**src/rtl/dpram_port_sched_pkg.sv**
```systemverilog
// -----------------------------------------------------------------------------
// dpram_sched_pkg
// Shared types and constants for the dual-port RAM write-port scheduler.
//   state_t : scheduler FSM states
//   GNT_A   : grant id of requester A (CPU side)
//   GNT_B   : grant id of requester B (loader/debug side)
//   other_gnt() : the opposite grant id, used by the round-robin pick
// -----------------------------------------------------------------------------
package dpram_sched_pkg;

   // CLEAR : sweeping the fill value across the whole RAM
   // IDLE  : accepting clear requests and arbitrating accesses
   // ISSUE : RAM performs the granted access at the end of this cycle
   // WAIT  : registered doutb is valid, capture it and acknowledge
   typedef enum logic [1:0] {
      CLEAR = 2'd0,
      IDLE  = 2'd1,
      ISSUE = 2'd2,
      WAIT  = 2'd3
   } state_t;

   localparam logic GNT_A = 1'b0;
   localparam logic GNT_B = 1'b1;

   function automatic logic other_gnt(input logic gnt);
      return (gnt == GNT_A) ? GNT_B : GNT_A;
   endfunction

endpackage : dpram_sched_pkg

```
**src/rtl/dpram_port_sched_if.sv**
```systemverilog
// -----------------------------------------------------------------------------
// dpram_port_sched_if
// Bundles every non-clock signal around the scheduler: the clear handshake,
// the two requester ports and the RAM write/readback port.
//   clear_req/clear_done         : clear request pulse / no clear running
//   a_req,a_we,a_addr,a_wdata     : requester A access (held until a_ack)
//   a_ack,a_rdata                 : A completion pulse and pre-access data
//   b_*                           : same set for requester B
//   mem_we,mem_waddr,mem_wdata    : to the RAM write port
//   mem_doutb                     : from the RAM, one-cycle registered read
// Modports:
//   slave  : the scheduler itself
//   master : the environment (requesters plus the RAM)
// -----------------------------------------------------------------------------
interface dpram_port_sched_if #(
   parameter int AW = 10,
   parameter int DW = 8
);
   logic          clear_req;
   logic          clear_done;

   logic          a_req;
   logic          a_we;
   logic [AW-1:0] a_addr;
   logic [DW-1:0] a_wdata;
   logic          a_ack;
   logic [DW-1:0] a_rdata;

   logic          b_req;
   logic          b_we;
   logic [AW-1:0] b_addr;
   logic [DW-1:0] b_wdata;
   logic          b_ack;
   logic [DW-1:0] b_rdata;

   logic          mem_we;
   logic [AW-1:0] mem_waddr;
   logic [DW-1:0] mem_wdata;
   logic [DW-1:0] mem_doutb;

   modport slave (
      input  clear_req,
      output clear_done,
      input  a_req, a_we, a_addr, a_wdata,
      output a_ack, a_rdata,
      input  b_req, b_we, b_addr, b_wdata,
      output b_ack, b_rdata,
      output mem_we, mem_waddr, mem_wdata,
      input  mem_doutb
   );

   modport master (
      output clear_req,
      input  clear_done,
      output a_req, a_we, a_addr, a_wdata,
      input  a_ack, a_rdata,
      output b_req, b_we, b_addr, b_wdata,
      input  b_ack, b_rdata,
      input  mem_we, mem_waddr, mem_wdata,
      output mem_doutb
   );

endinterface : dpram_port_sched_if

```
**src/rtl/dpram_rr_arb2.sv**
```systemverilog
// -----------------------------------------------------------------------------
// dpram_rr_arb2
// Combinational two-way round-robin pick.
//   i_a_req      : requester A wants the port
//   i_b_req      : requester B wants the port
//   i_last_grant : id of the most recent grant (GNT_A / GNT_B)
//   o_winner     : id of the requester to serve
//   o_valid      : at least one requester is asking
// When both ask, the one that was not served last wins; a lone requester
// wins regardless of history.
// -----------------------------------------------------------------------------
module dpram_rr_arb2
   import dpram_sched_pkg::*;
(
   input  logic i_a_req,
   input  logic i_b_req,
   input  logic i_last_grant,
   output logic o_winner,
   output logic o_valid
);

   always_comb begin
      // NOTE: every output gets a default before any branch so no path
      // leaves it unassigned and no latch is inferred.
      o_valid  = i_a_req | i_b_req;
      o_winner = GNT_A;
      if (i_a_req && i_b_req) begin
         o_winner = other_gnt(i_last_grant);
      end else if (i_b_req) begin
         o_winner = GNT_B;
      end
   end

endmodule : dpram_rr_arb2

```
**src/rtl/dpram_port_sched.sv**
```systemverilog
// -----------------------------------------------------------------------------
// dpram_port_sched
// Owns the registered write/readback port of a dual-port video/work RAM and
// shares it between requester A (CPU) and requester B (loader/debug). After
// reset, and whenever a clear is requested, it writes FILL to every location
// before serving any access. The RAM's read-only scan-out port is untouched.
//
// Parameters:
//   AW   : RAM address width (depth 2^AW)
//   DW   : data width
//   FILL : value written to every location during a clear
// Ports:
//   clk   : system clock, rising edge
//   reset : asynchronous, active-high
//   bus   : dpram_port_sched_if.slave (clear handshake, A/B ports, RAM port)
//
// Access timing, request sampled in IDLE at cycle T:
//   T+1 ISSUE : mem_we/waddr/wdata visible, RAM acts at the end of the cycle
//   T+2 WAIT  : mem_doutb holds the pre-access contents
//   T+3 IDLE  : ack pulse with rdata; a request still high here is new
// -----------------------------------------------------------------------------
module dpram_port_sched
   import dpram_sched_pkg::*;
#(
   parameter int            AW   = 10,
   parameter int            DW   = 8,
   parameter logic [DW-1:0] FILL = '0
) (
   input  logic               clk,
   input  logic               reset,
   dpram_port_sched_if.slave  bus
);

   // ---------------------------------------------------------------------------
   // State and output registers
   // ---------------------------------------------------------------------------
   state_t        r_state;
   logic [AW-1:0] r_cnt;            // clear sweep address, wraps to 0 at the end
   logic          r_last_grant;
   logic          r_gnt;            // id of the access in flight
   logic          r_clear_pending;  // clear requested while an access was in flight
   logic          r_clear_done;

   logic          r_mem_we;
   logic [AW-1:0] r_mem_waddr;
   logic [DW-1:0] r_mem_wdata;

   logic          r_a_ack;
   logic [DW-1:0] r_a_rdata;
   logic          r_b_ack;
   logic [DW-1:0] r_b_rdata;

   // ---------------------------------------------------------------------------
   // Arbitration and winner field select
   // ---------------------------------------------------------------------------
   logic          w_winner;
   logic          w_valid;
   logic          w_win_we;
   logic [AW-1:0] w_win_addr;
   logic [DW-1:0] w_win_wdata;

   dpram_rr_arb2 u_arb (
      .i_a_req      (bus.a_req),
      .i_b_req      (bus.b_req),
      .i_last_grant (r_last_grant),
      .o_winner     (w_winner),
      .o_valid      (w_valid)
   );

   assign w_win_we    = (w_winner == GNT_A) ? bus.a_we    : bus.b_we;
   assign w_win_addr  = (w_winner == GNT_A) ? bus.a_addr  : bus.b_addr;
   assign w_win_wdata = (w_winner == GNT_A) ? bus.a_wdata : bus.b_wdata;

   // ---------------------------------------------------------------------------
   // Scheduler FSM
   // ---------------------------------------------------------------------------
   always_ff @(posedge clk or posedge reset) begin
      if (reset) begin
         r_state         <= CLEAR;
         r_cnt           <= '0;
         r_last_grant    <= GNT_B;
         r_gnt           <= GNT_A;
         r_clear_pending <= 1'b0;
         r_clear_done    <= 1'b0;
         r_mem_we        <= 1'b0;
         r_mem_waddr     <= '0;
         r_mem_wdata     <= '0;
         r_a_ack         <= 1'b0;
         r_a_rdata       <= '0;
         r_b_ack         <= 1'b0;
         r_b_rdata       <= '0;
      end else begin
         // NOTE: sequential state uses non-blocking assignments only, so every
         // register here samples values from before this clock edge.
         // Acks are single-cycle pulses; only WAIT raises one.
         r_a_ack <= 1'b0;
         r_b_ack <= 1'b0;

         case (r_state)
            CLEAR: begin
               // One write per cycle with no gaps; clear_req is ignored here.
               r_mem_we    <= 1'b1;
               r_mem_waddr <= r_cnt;
               r_mem_wdata <= FILL;
               r_cnt       <= r_cnt + AW'(1);
               if (&r_cnt) begin
                  // The last write is registered now; IDLE drops mem_we next.
                  r_state      <= IDLE;
                  r_clear_done <= 1'b1;
               end
            end

            IDLE: begin
               r_mem_we <= 1'b0;
               if (r_clear_pending || bus.clear_req) begin
                  // A clear outranks any waiting request.
                  r_clear_pending <= 1'b0;
                  r_clear_done    <= 1'b0;
                  r_state         <= CLEAR;
               end else if (w_valid) begin
                  r_mem_we     <= w_win_we;
                  r_mem_waddr  <= w_win_addr;
                  r_mem_wdata  <= w_win_wdata;
                  r_gnt        <= w_winner;
                  r_last_grant <= w_winner;
                  r_state      <= ISSUE;
               end
            end

            ISSUE: begin
               // The RAM commits the access at the end of this cycle.
               r_mem_we <= 1'b0;
               if (bus.clear_req) begin
                  r_clear_pending <= 1'b1;
                  r_clear_done    <= 1'b0;
               end
               r_state <= WAIT;
            end

            WAIT: begin
               // mem_doutb now holds the contents from before the access.
               if (bus.clear_req) begin
                  r_clear_pending <= 1'b1;
                  r_clear_done    <= 1'b0;
               end
               if (r_gnt == GNT_A) begin
                  r_a_ack   <= 1'b1;
                  r_a_rdata <= bus.mem_doutb;
               end else begin
                  r_b_ack   <= 1'b1;
                  r_b_rdata <= bus.mem_doutb;
               end
               r_state <= IDLE;
            end

            default: r_state <= CLEAR;
         endcase
      end
   end

   // ---------------------------------------------------------------------------
   // Output drive
   // ---------------------------------------------------------------------------
   assign bus.clear_done = r_clear_done;
   assign bus.mem_we     = r_mem_we;
   assign bus.mem_waddr  = r_mem_waddr;
   assign bus.mem_wdata  = r_mem_wdata;
   assign bus.a_ack      = r_a_ack;
   assign bus.a_rdata    = r_a_rdata;
   assign bus.b_ack      = r_b_ack;
   assign bus.b_rdata    = r_b_rdata;

endmodule : dpram_port_sched

```
**src/flat_wrapper.sv**
```systemverilog
// flat-port wrapper written by rule: the top's interface ports become plain ports
module dpram_port_sched_flat import dpram_sched_pkg::*;
#(
   parameter int            AW   = 10,
   parameter int            DW   = 8,
   parameter logic [DW-1:0] FILL = '0
)
  (clk, reset, bus_clear_req, bus_clear_done, bus_a_req, bus_a_we, bus_a_addr, bus_a_wdata, bus_a_ack, bus_a_rdata, bus_b_req, bus_b_we, bus_b_addr, bus_b_wdata, bus_b_ack, bus_b_rdata, bus_mem_we, bus_mem_waddr, bus_mem_wdata, bus_mem_doutb);
  dpram_port_sched_if #(.AW(AW), .DW(DW)) bus_i ();
  input  logic clk;
  input  logic reset;
  input wire logic [$bits(bus_i.clear_req)-1:0] bus_clear_req;
  output wire logic [$bits(bus_i.clear_done)-1:0] bus_clear_done;
  input wire logic [$bits(bus_i.a_req)-1:0] bus_a_req;
  input wire logic [$bits(bus_i.a_we)-1:0] bus_a_we;
  input wire logic [$bits(bus_i.a_addr)-1:0] bus_a_addr;
  input wire logic [$bits(bus_i.a_wdata)-1:0] bus_a_wdata;
  output wire logic [$bits(bus_i.a_ack)-1:0] bus_a_ack;
  output wire logic [$bits(bus_i.a_rdata)-1:0] bus_a_rdata;
  input wire logic [$bits(bus_i.b_req)-1:0] bus_b_req;
  input wire logic [$bits(bus_i.b_we)-1:0] bus_b_we;
  input wire logic [$bits(bus_i.b_addr)-1:0] bus_b_addr;
  input wire logic [$bits(bus_i.b_wdata)-1:0] bus_b_wdata;
  output wire logic [$bits(bus_i.b_ack)-1:0] bus_b_ack;
  output wire logic [$bits(bus_i.b_rdata)-1:0] bus_b_rdata;
  output wire logic [$bits(bus_i.mem_we)-1:0] bus_mem_we;
  output wire logic [$bits(bus_i.mem_waddr)-1:0] bus_mem_waddr;
  output wire logic [$bits(bus_i.mem_wdata)-1:0] bus_mem_wdata;
  input wire logic [$bits(bus_i.mem_doutb)-1:0] bus_mem_doutb;
  assign bus_i.clear_req = bus_clear_req;
  assign bus_clear_done = bus_i.clear_done;
  assign bus_i.a_req = bus_a_req;
  assign bus_i.a_we = bus_a_we;
  assign bus_i.a_addr = bus_a_addr;
  assign bus_i.a_wdata = bus_a_wdata;
  assign bus_a_ack = bus_i.a_ack;
  assign bus_a_rdata = bus_i.a_rdata;
  assign bus_i.b_req = bus_b_req;
  assign bus_i.b_we = bus_b_we;
  assign bus_i.b_addr = bus_b_addr;
  assign bus_i.b_wdata = bus_b_wdata;
  assign bus_b_ack = bus_i.b_ack;
  assign bus_b_rdata = bus_i.b_rdata;
  assign bus_mem_we = bus_i.mem_we;
  assign bus_mem_waddr = bus_i.mem_waddr;
  assign bus_mem_wdata = bus_i.mem_wdata;
  assign bus_i.mem_doutb = bus_mem_doutb;
  dpram_port_sched #(.AW(AW), .DW(DW), .FILL(FILL)) u_core (.clk(clk), .reset(reset), .bus(bus_i));
endmodule
```
**config.mk**
```make
export PLATFORM = sky130hd
export DESIGN_NAME = dpram_port_sched_flat
export DESIGN_NICKNAME = d
export VERILOG_FILES = /design/src/rtl/dpram_port_sched_pkg.sv /design/src/rtl/dpram_port_sched_if.sv /design/src/rtl/dpram_rr_arb2.sv /design/src/rtl/dpram_port_sched.sv /design/src/flat_wrapper.sv
export SDC_FILE = /design/constraint.sdc
export NUM_CORES = 1
export LEC_CHECK = 0
export ABC_AREA = 1
export CORE_MARGIN = 1
export CORE_UTILIZATION = 47
export CTS_BUF_LIST = sky130_fd_sc_hd__clkbuf_2 sky130_fd_sc_hd__clkbuf_4 sky130_fd_sc_hd__clkbuf_8
export DETAILED_ROUTE_END_ITERATION = 8
export PLACE_DENSITY_LB_ADDON = 0.15
export SYNTH_ARGS = -nofsm -noshare
export SYNTH_HDL_FRONTEND = slang
export SYNTH_SLANG_ARGS = --single-unit
```
**constraint.sdc**
```tcl
create_clock -name clk -period 1.7 [get_ports clk]
set_input_delay 0.255 -clock clk [delete_from_list [all_inputs] [get_ports clk]]
set_output_delay 0.255 -clock clk [all_outputs]
set_load 0.05 [all_outputs]
```
==> results of run 1 <==
[state kept, by name, indices dropped and copies added (netlist names)]
| name | cells |
|---|---|
| u_core.r_cnt | 10 |
| u_core.bus.mem_waddr | 10 |
| u_core.bus.a_rdata | 8 |
| u_core.bus.mem_wdata | 8 |
| u_core.r_clear_pending | 1 |
| u_core.r_state | 2 |
| u_core.r_gnt | 1 |
| u_core.bus.mem_we | 1 |
| u_core.r_last_grant | 1 |
| u_core.bus.b_rdata | 8 |
| u_core.bus.clear_done | 1 |
| u_core.bus.a_ack | 1 |
| u_core.bus.b_ack | 1 |
[through the flow]
step                      utilization (%)  instance area (um2)  setup WS [ns]
after detailed placement             65.4                 3580         0.0880
after CTS                            67.1                 3670          0.117
after floorplan                         -                 2660          0.160
after global routing                 67.1                 3670        0.00429
after global placement               65.4                 3580          0.150
final                                67.1                 3670          0.144
[cell usage in the layout (no fill, tap or decap), types with 5 or more instances in the layout]
cell type,synthesis,final
clkbuf_8,0,5
nand2_1,133,133
clkdlybuf4s50_1,0,50
dfrtp_1,52,52
nand3_1,19,19
o21ai_0,18,18
nand3b_1,11,11
ha_1,8,8
inv_1,44,43
xor2_1,5,5
o211ai_1,8,8
nor2_1,11,11
buf_4,1,46
[cell families after synthesis]
group,after synthesis
DFF,53
AOI/OAI and AO/OA,32
adders and majority gates,8
buffers and inverters,57
xor gates and xnor gates,8
and+or+nand+nor,178
[power groups by stage]
stage               Clock [uW]  Combinational, uW  Sequential (uW)
floorplan                    0               65.3             1280
CTS                        736                208             1260
global route               786                228             1260
detailed placement           0                207             1280
global placement             0                207             1280
finish                     714                206             1260
[synthesized netlist by cell type, types with 2 or more instances]
library cell / number
a21oi_1: 3
nand3_1: 19
xor2_1: 5
inv_2: 2
dfrtp_1: 52
nand3b_1: 11
nand2_1: 133
nor2_1: 11
ha_1: 8
nor2_2: 2
inv_1: 44
o21ai_0: 18
o211ai_1: 8
buf_2: 5
xnor2_1: 3
clkbuf_1: 4
[worst max-delay path, cell delays in order, from the launching register on]
cell and delay (ns):
dfrtp_1 0.44, inv_1 0.14, ha_1 0.23, nand2_1 0.15, o22ai_2 0.15, inv_2 0.17, nand2_1 0.11, nand2_1 0.05
[area by class of cell]
cell class | instances | area [um2] | share of cell area (%)
flip-flops and latches | 53 | 1330 | 36.1
well taps | 72 | 90.1 | 2.45
multi-input cells | 226 | 1100 | 30.1
repair buffers | 98 | 886 | 24.1
clock inverters | 2 | 15.0 | 0.409
inverters | 46 | 173 | 4.70
clock buffers | 6 | 76.3 | 2.08
[worst paths after layout]
check / slack (ns) / from / to / depth (start not counted)
setup / recovery: 0.14 / u_core.r_state[1] / u_core.bus.mem_waddr[7] / 7
hold / removal: 0.28 / reset / u_core.r_cnt[3] / 3
setup reg to reg: 0.14 / u_core.r_state[1] / u_core.bus.mem_waddr[7] / 7
hold reg to reg: 0.48 / u_core.bus.mem_waddr[5] / u_core.bus.mem_waddr[5] / 2
max in group asynchronous: 1.11 / reset / u_core.r_last_grant / 3
min in group clk: 0.48 / u_core.bus.mem_waddr[5] / u_core.bus.mem_waddr[5] / 2
[layer usage]
metal / part of all wire [%] / up-vias / GRT usage [%]
li1: - / 1223 / -
met1: 50 / 1052 / 26.8
met2: 44 / 72 / 33.2
met3: 5.6 / 4 / 4.52
met4: 0.54 / 0 / 6.23
met5: 0 / - / 0
==> metrics.txt, run 1 <==
status=finished clean; H-tree levels=2; largest family of logic cells by synthesized area=simple AND/OR/NAND/NOR gates; clk_lat worst skew=0.31 ns; Starting DRT DRC Count=92; DP HPWL=4270 um; setup TNS=0 ns; crit-path max FO=18; Gate Count Post-Synth=336; DR DRC count=0; clock slew at reported path FFs=0.10 ns; Final Setup Violations=0; vias in the first global route=2,195; CTS resizes=0; cell accounting for the most synthesized area=dfrtp_1; DIE HEIGHT=between 70 and 80 um; row cnt=27; Area growth syn-to-layout=38.2%; Hold Path Class=primary input to async pin; TritonCTS clock tree=built; worst-margin pin slew=0.332 ns; Post-synth ARST share=100%; pin count of the biggest net entering global routing=54; Antenna Cells=0; Clk pwr share=32.8%; Synth Area in Compound Gates=roughly 7.3%; PD cells=roughly 590 mW/mm2; Max-cap violations=0; Post-CTS Hold Buffers=0; Post-Layout Cell Count=503; # clock sinks=53; synthesized flop and latch total=53; Syn. warnings=0; Avg Synthesized Cell Area=7.91 um2; placer congestion estimate=between 0.7 and 0.8; Max Clk Rate=643 MHz; clock skew=a little over 0.01 ns; routed vias/inst=4.67; Worst Setup Start Kind=register; EDFF count, synth=0; Leak=0.00197 uW; Tot Pwr=2180 uW; Final Max Slew Viols=0; Crit. End Element=register; worst ir drop on vdd=roughly 0.44 mV; Simple-Gate Fraction of Synth Area=27.9%; Req. time, crit path=about 1.9 ns; DP Cell Count=495; root buffer cell=clkbuf_8; clk buf depth=2; global-route wire length before repair=9630 um; I/O Buffers=88; post-route ant nets=0; initial antenna violation count=0; kind of critical path=register to register; gr ovfl total=0; Cell Area, Synth=0.00266 mm2; Sequential Power Share=57.8%; I/O pins=89; Area contributors post-synth=dfrtp_1, nand2_1, inv_1, ha_1, nand3_1; crit share post-route=91.5%; Starting Density=between 40% and 50%; Post-Synth XOR/XNOR Area=2.64%; core outline area=0.00547 mm2; Synth cell types=24; Net count, final=489; DRT Pass-1 Iters=4; CTS Buf Count=5; Fillers=479; Vias=2,351; worst hold slack=0.284 ns; setup bufs post-CTS=0; syn_nets=around 400; Post-Route WL=around 5800 um; share of the yosys chip area belonging to registers=50.0%; wire per inst=~11 um; total track usage=around a fifth; min Tclk post-route=1.56 ns; multiplexer area fraction after synthesis=0%; RSZ-0062 raised after global routing=no; relative slew slack=77.9%; area share of the leading cell type in the synthesized netlist=49.0%; Fin. Hold Viols=0; WP data arrival=1.75 ns; Int Pwr=1700 uW; most common flop cell mapped by yosys=dfrtp_1; power share of the combinational group=a little under a tenth; P_sw=484 uW; die footprint=0.00596 mm2; Synth Area in Adders=3.77%; die width=roughly 77 um; layout cell share with drive strength beyond 1=14.8%; Sw Ratio=22.2%
(Power assumes the default switching activity.)
==> run 2, diff against run 1 <==
- RECOVER_POWER: default -> 25
==> metrics.txt, run 2 (synthesized netlist as in run 1, its figures left out) <==
row cnt=27 (unchanged); DIE HEIGHT=77.2 um (unchanged); Final Worst Setup Slack=0.144 ns (+0.000149 ns); die width=77.2 um (unchanged); H-tree levels=2 (unchanged); Final Setup Violations=0 (unchanged); CP peak stage delay=0.44 ns (about the same); I/O pins=89 (unchanged); wire per inst=11.5 um (+0.16%); Net count, final=489 (unchanged); worst ir drop on vdd=0.436 mV (about the same); cell mode on critical path=nand2_1; I/O Buffers=88 (unchanged); DP Cell Count=495 (unchanged); Post-Route WL=5770 um (+0.16%); Final Max Slew Viols=0 (unchanged); min Tclk post-route=1.56 ns (-0.000149 ns); Leak=0.00196 uW (-0.41%); crit path cell chain=inv_1, ha_1, nand2_1, o22ai_2, inv_2, nand2_1, nand2_1; clk_lat worst skew=0.31 ns (about the same); Finished Core Util=66.8% (-0.27 points); most frequent cells in the layout=nand2_1, dfrtp_1, clkdlybuf4s50_1; Vias=2,353 (+0.085%); post-route ant nets=0 (unchanged); initial antenna violation count=0 (unchanged); CTS Buf Count=5 (unchanged); Starting DRT DRC Count=108 (+17%); pin count of the biggest net entering global routing=54 (unchanged); kind of critical path=register to register; Antenna Cells=0 (unchanged); root buffer cell=clkbuf_8; routed vias/inst=4.68 (about the same); DRT Pass-1 Iters=4 (unchanged); Fin. Hold Viols=0 (unchanged); # clock sinks=53 (unchanged); CTS resizes=0 (unchanged); total track usage=20.3% (unchanged); Max-cap violations=0 (unchanged); worst-margin pin slew=1.13 ns (+0.800 ns); core outline area=0.00547 mm2 (unchanged); TritonCTS clock tree=built; relative slew slack=24.5% (-53 points); Post-Layout Cell Count=503 (unchanged); placer congestion estimate=0.790 (unchanged); Post-CTS Hold Buffers=0 (unchanged); crit-path max FO=18 (unchanged); gr ovfl total=0 (unchanged); Max Clk Rate=643 MHz (about the same); clock slew at reported path FFs=0.10 ns (about the same); setup TNS=0 ns (unchanged); die footprint=0.00596 mm2 (unchanged); Area growth syn-to-layout=37.6%; RSZ-0062 raised after global routing=no; pre-CTS WS=0.0880 ns (unchanged); Hold Path Class=register to register; crit share post-route=91.5% (about the same); most common cell after layout, fill and taps aside=nand2_1; clk buf depth=2 (unchanged); Starting Density=48.6% (unchanged); vias in the first global route=2,195 (unchanged); layout cell share with drive strength beyond 1=14.6% (-0.23 points); DR DRC count=0 (unchanged); WP data arrival=1.75 ns (about the same); global-route wire length before repair=9630 um (unchanged); Worst Setup Start Kind=register; status=finished clean; clock skew=0.0104 ns (+0.0000495 ns); DP HPWL=4270 um (unchanged); Crit. End Element=register; PD cells=595 mW/mm2 (+0.18%); Req. time, crit path=1.89 ns (about the same); CP max stage cell=dfrtp_1; setup bufs post-CTS=0 (unchanged)
## run 2: final timing paths
path | start | to | slack [ns] | depth (start not counted)
max | u_core.r_state[1] | u_core.bus.mem_waddr[7] | 0.14 | 7
min | u_core.bus.mem_waddr[5] | u_core.bus.mem_waddr[5] | 0.48 | 2
max reg2reg | u_core.r_state[1] | u_core.bus.mem_waddr[7] | 0.14 | 7
min reg2reg | u_core.bus.mem_waddr[5] | u_core.bus.mem_waddr[5] | 0.48 | 2
max in group asynchronous | reset | u_core.bus.mem_waddr[7] | 0.38 | 3
min in group asynchronous | reset | u_core.r_cnt[3] | 0.60 | 3
## run 2: per-stage QoR
stage               area (um2)  hold WS (ns)  total power [uW]
floorplan                 2660         0.416              1350
global placement          3580         0.456              1490
detailed placement        3580         0.460              1490
CTS                       3670         0.303              2200
global route              3660         0.505              2270
finish                    3660         0.478              2170
## run 2: where the power goes
part | total (uW) | leakage [uW] | internal, uW | switching [uW]
registers | 1260 | 0.000619 | 1260 | 0.0000000795
logic | 201 | 0.00130 | 125 | 75.9
clock network | 714 | 0.0000408 | 307 | 407
## run 2: routing by layer
metal | global-route usage [%] | vias to the layer above | share of wire [%]
li1 | - | 1221 | -
met1 | 26.8 | 1054 | 50
met2 | 33.2 | 74 | 44
met3 | 4.52 | 4 | 5.8
met4 | 6.23 | 0 | 0.54
met5 | 0 | - | 0
## run 2: layout make-up
type | instances | area (um2)
clock buffer | 6 | 76.3
clock inverter | 2 | 15.0
fill | 481 | 1820
inverter | 46 | 173
multi-input combinational | 226 | 1100
sequential | 53 | 1330
tap | 72 | 90.1
timing repair buffer | 98 | 871
## run 2: critical path, delay by kind of cell, from the launching register on
family	cells	cell delay, ns
buffers and inverters	2	0.31
DFF	1	0.44
and+or+nand+nor	3	0.31
adders and majority gates	1	0.23
AOI/OAI and AO/OA	1	0.15
==> run 3, diff against run 2 <==
- CORE_MARGIN: 1 -> 5
- REMOVE_ABC_BUFFERS: default -> 1
==> metrics.txt, run 3 (synthesized netlist as in run 1, its figures left out) <==
H-tree levels=2 (unchanged); clock skew=0.00807 ns (-0.00232 ns); TritonCTS clock tree=built; DP HPWL=4990 um (+17%); Finished Core Util=66.6% (-0.18 points); Net count, final=489 (unchanged); post-route ant nets=0 (unchanged); core outline area=0.00551 mm2 (+0.62%); Starting DRT DRC Count=138 (+28%); root buffer cell=clkbuf_8; crit-path max FO=18 (unchanged); Fin. Hold Viols=0 (unchanged); R2R cell count=7 (unchanged); I/O Buffers=88 (unchanged); I/O pins=89 (unchanged); worst-margin pin slew=0.567 ns (-0.565 ns); Area growth syn-to-layout=38.1%; layout cell share with drive strength beyond 1=14.6% (unchanged); die footprint=0.00726 mm2 (+22%); clk_lat worst skew=0.31 ns (about the same); DIE HEIGHT=85.2 um (+10%); Hold Path Class=primary input to async pin; Starting Density=48.3% (-0.30 points); Max Clk Rate=648 MHz (+0.80%); Req. time, crit path=1.90 ns (about the same); clk buf depth=2 (unchanged); gr ovfl total=0 (unchanged); Antenna Cells=0 (unchanged); vias in the first global route=2,239 (+2.0%); most common cell after layout, fill and taps aside=nand2_1; DRT Pass-1 Iters=4 (unchanged); RSZ-0062 raised after global routing=no; Post-Route WL=6480 um (+12%); row cnt=27 (unchanged); clock slew at reported path FFs=0.10 ns (about the same); min Tclk post-route=1.54 ns (-0.0123 ns); worst ir drop on vdd=0.318 mV (-27%); CTS Buf Count=5 (unchanged); Tot Pwr=2160 uW (-0.79%); kind of critical path=register to register; WP data arrival=1.74 ns (about the same); most frequent cells in the layout=nand2_1, dfrtp_1, clkdlybuf4s50_1; Worst Setup Start Kind=register; worst hold slack=0.415 ns (-0.0634 ns); Max-cap violations=0 (unchanged); Leak=0.00196 uW (+0.29%); DR DRC count=0 (unchanged); initial antenna violation count=0 (unchanged); total track usage=18.2% (-2.1 points); Crit. End Element=register; die width=85.2 um (+10%); Vias=2,363 (+0.42%); placer congestion estimate=0.853 (+8.0%); PD cells=588 mW/mm2 (-1.1%); relative slew slack=62.2% (+38 points); pin count of the biggest net entering global routing=32 (-41%); routed vias/inst=4.70 (+0.42%); crit share post-route=90.8% (-0.72 points); wire per inst=12.9 um (+12%); status=finished clean; global-route wire length before repair=10,800 um (+12%); Final Setup Violations=0 (unchanged); Final Max Slew Viols=0 (unchanged); # clock sinks=53 (unchanged)
run 3: path summary, 6_finish.rpt:
path	end	from	slack (ns)
max in group asynchronous	u_core.bus.mem_waddr[6]	reset	0.40
hold / removal	u_core.bus.a_ack	reset	0.41
setup reg to reg	u_core.bus.mem_wdata[3]	u_core.r_state[1]	0.16
min in group clk	u_core.r_last_grant	u_core.r_last_grant	0.48
hold reg to reg	u_core.r_last_grant	u_core.r_last_grant	0.48
setup / recovery	u_core.bus.mem_wdata[3]	u_core.r_state[1]	0.16
run 3: area by class of cell:
type	count	area, um2
Sequential cell	53	1330
Multi-Input combinational cell	226	1120
Fill cell	477	1840
Inverter	46	175
Clock buffer	5	68.8
Tap cell	72	90.1
Timing Repair Buffer	98	873
Clock inverter	3	17.5
run 3: metal layers:
metal,vias to the layer above,routed length [um],global-route usage (%)
li1,1224,-,-
met3,8,408,3.69
met4,0,65,3.45
met1,1074,3100,26.7
met5,-,0,0
met2,57,2910,28.3
run 3: stage by stage:
stage | cell area, um2 | worst slack, ns | instances | setup TNS (ns)
5_1_grt | 3670 | 0.00246 | 503 | 0
6_report | 3670 | 0.156 | 503 | 0
2_1_floorplan | 2610 | -0.105 | 325 | -1.86
3_3_place_gp | 3580 | 0.122 | 495 | 0
4_1_cts | 3670 | 0.0739 | 503 | 0
3_5_place_dp | 3580 | 0.0930 | 495 | 0
run 3: worst max-delay path: stages (launching register included):
cell	delay [ns]
dfrtp_1	0.44
inv_1	0.18
ha_4	0.19
nand2_1	0.13
o22ai_2	0.23
inv_4	0.14
nand2_1	0.08
nand2_1	0.05
run 3: repair_timing:
action | 4_1_cts | 5_1_grt
setup buffers | 0 | 0
resized for setup | 0 | 5
hold buffers | 0 | 0
setup endpoints to repair | 0 | 22
run 3: report_power, final:
part           internal, uW  leakage (uW)  switching [uW]
sequential             1260      0.000619    0.0000000842
combinational           124       0.00130            78.7
clock                   285     0.0000439             410
total                  1670       0.00196             489
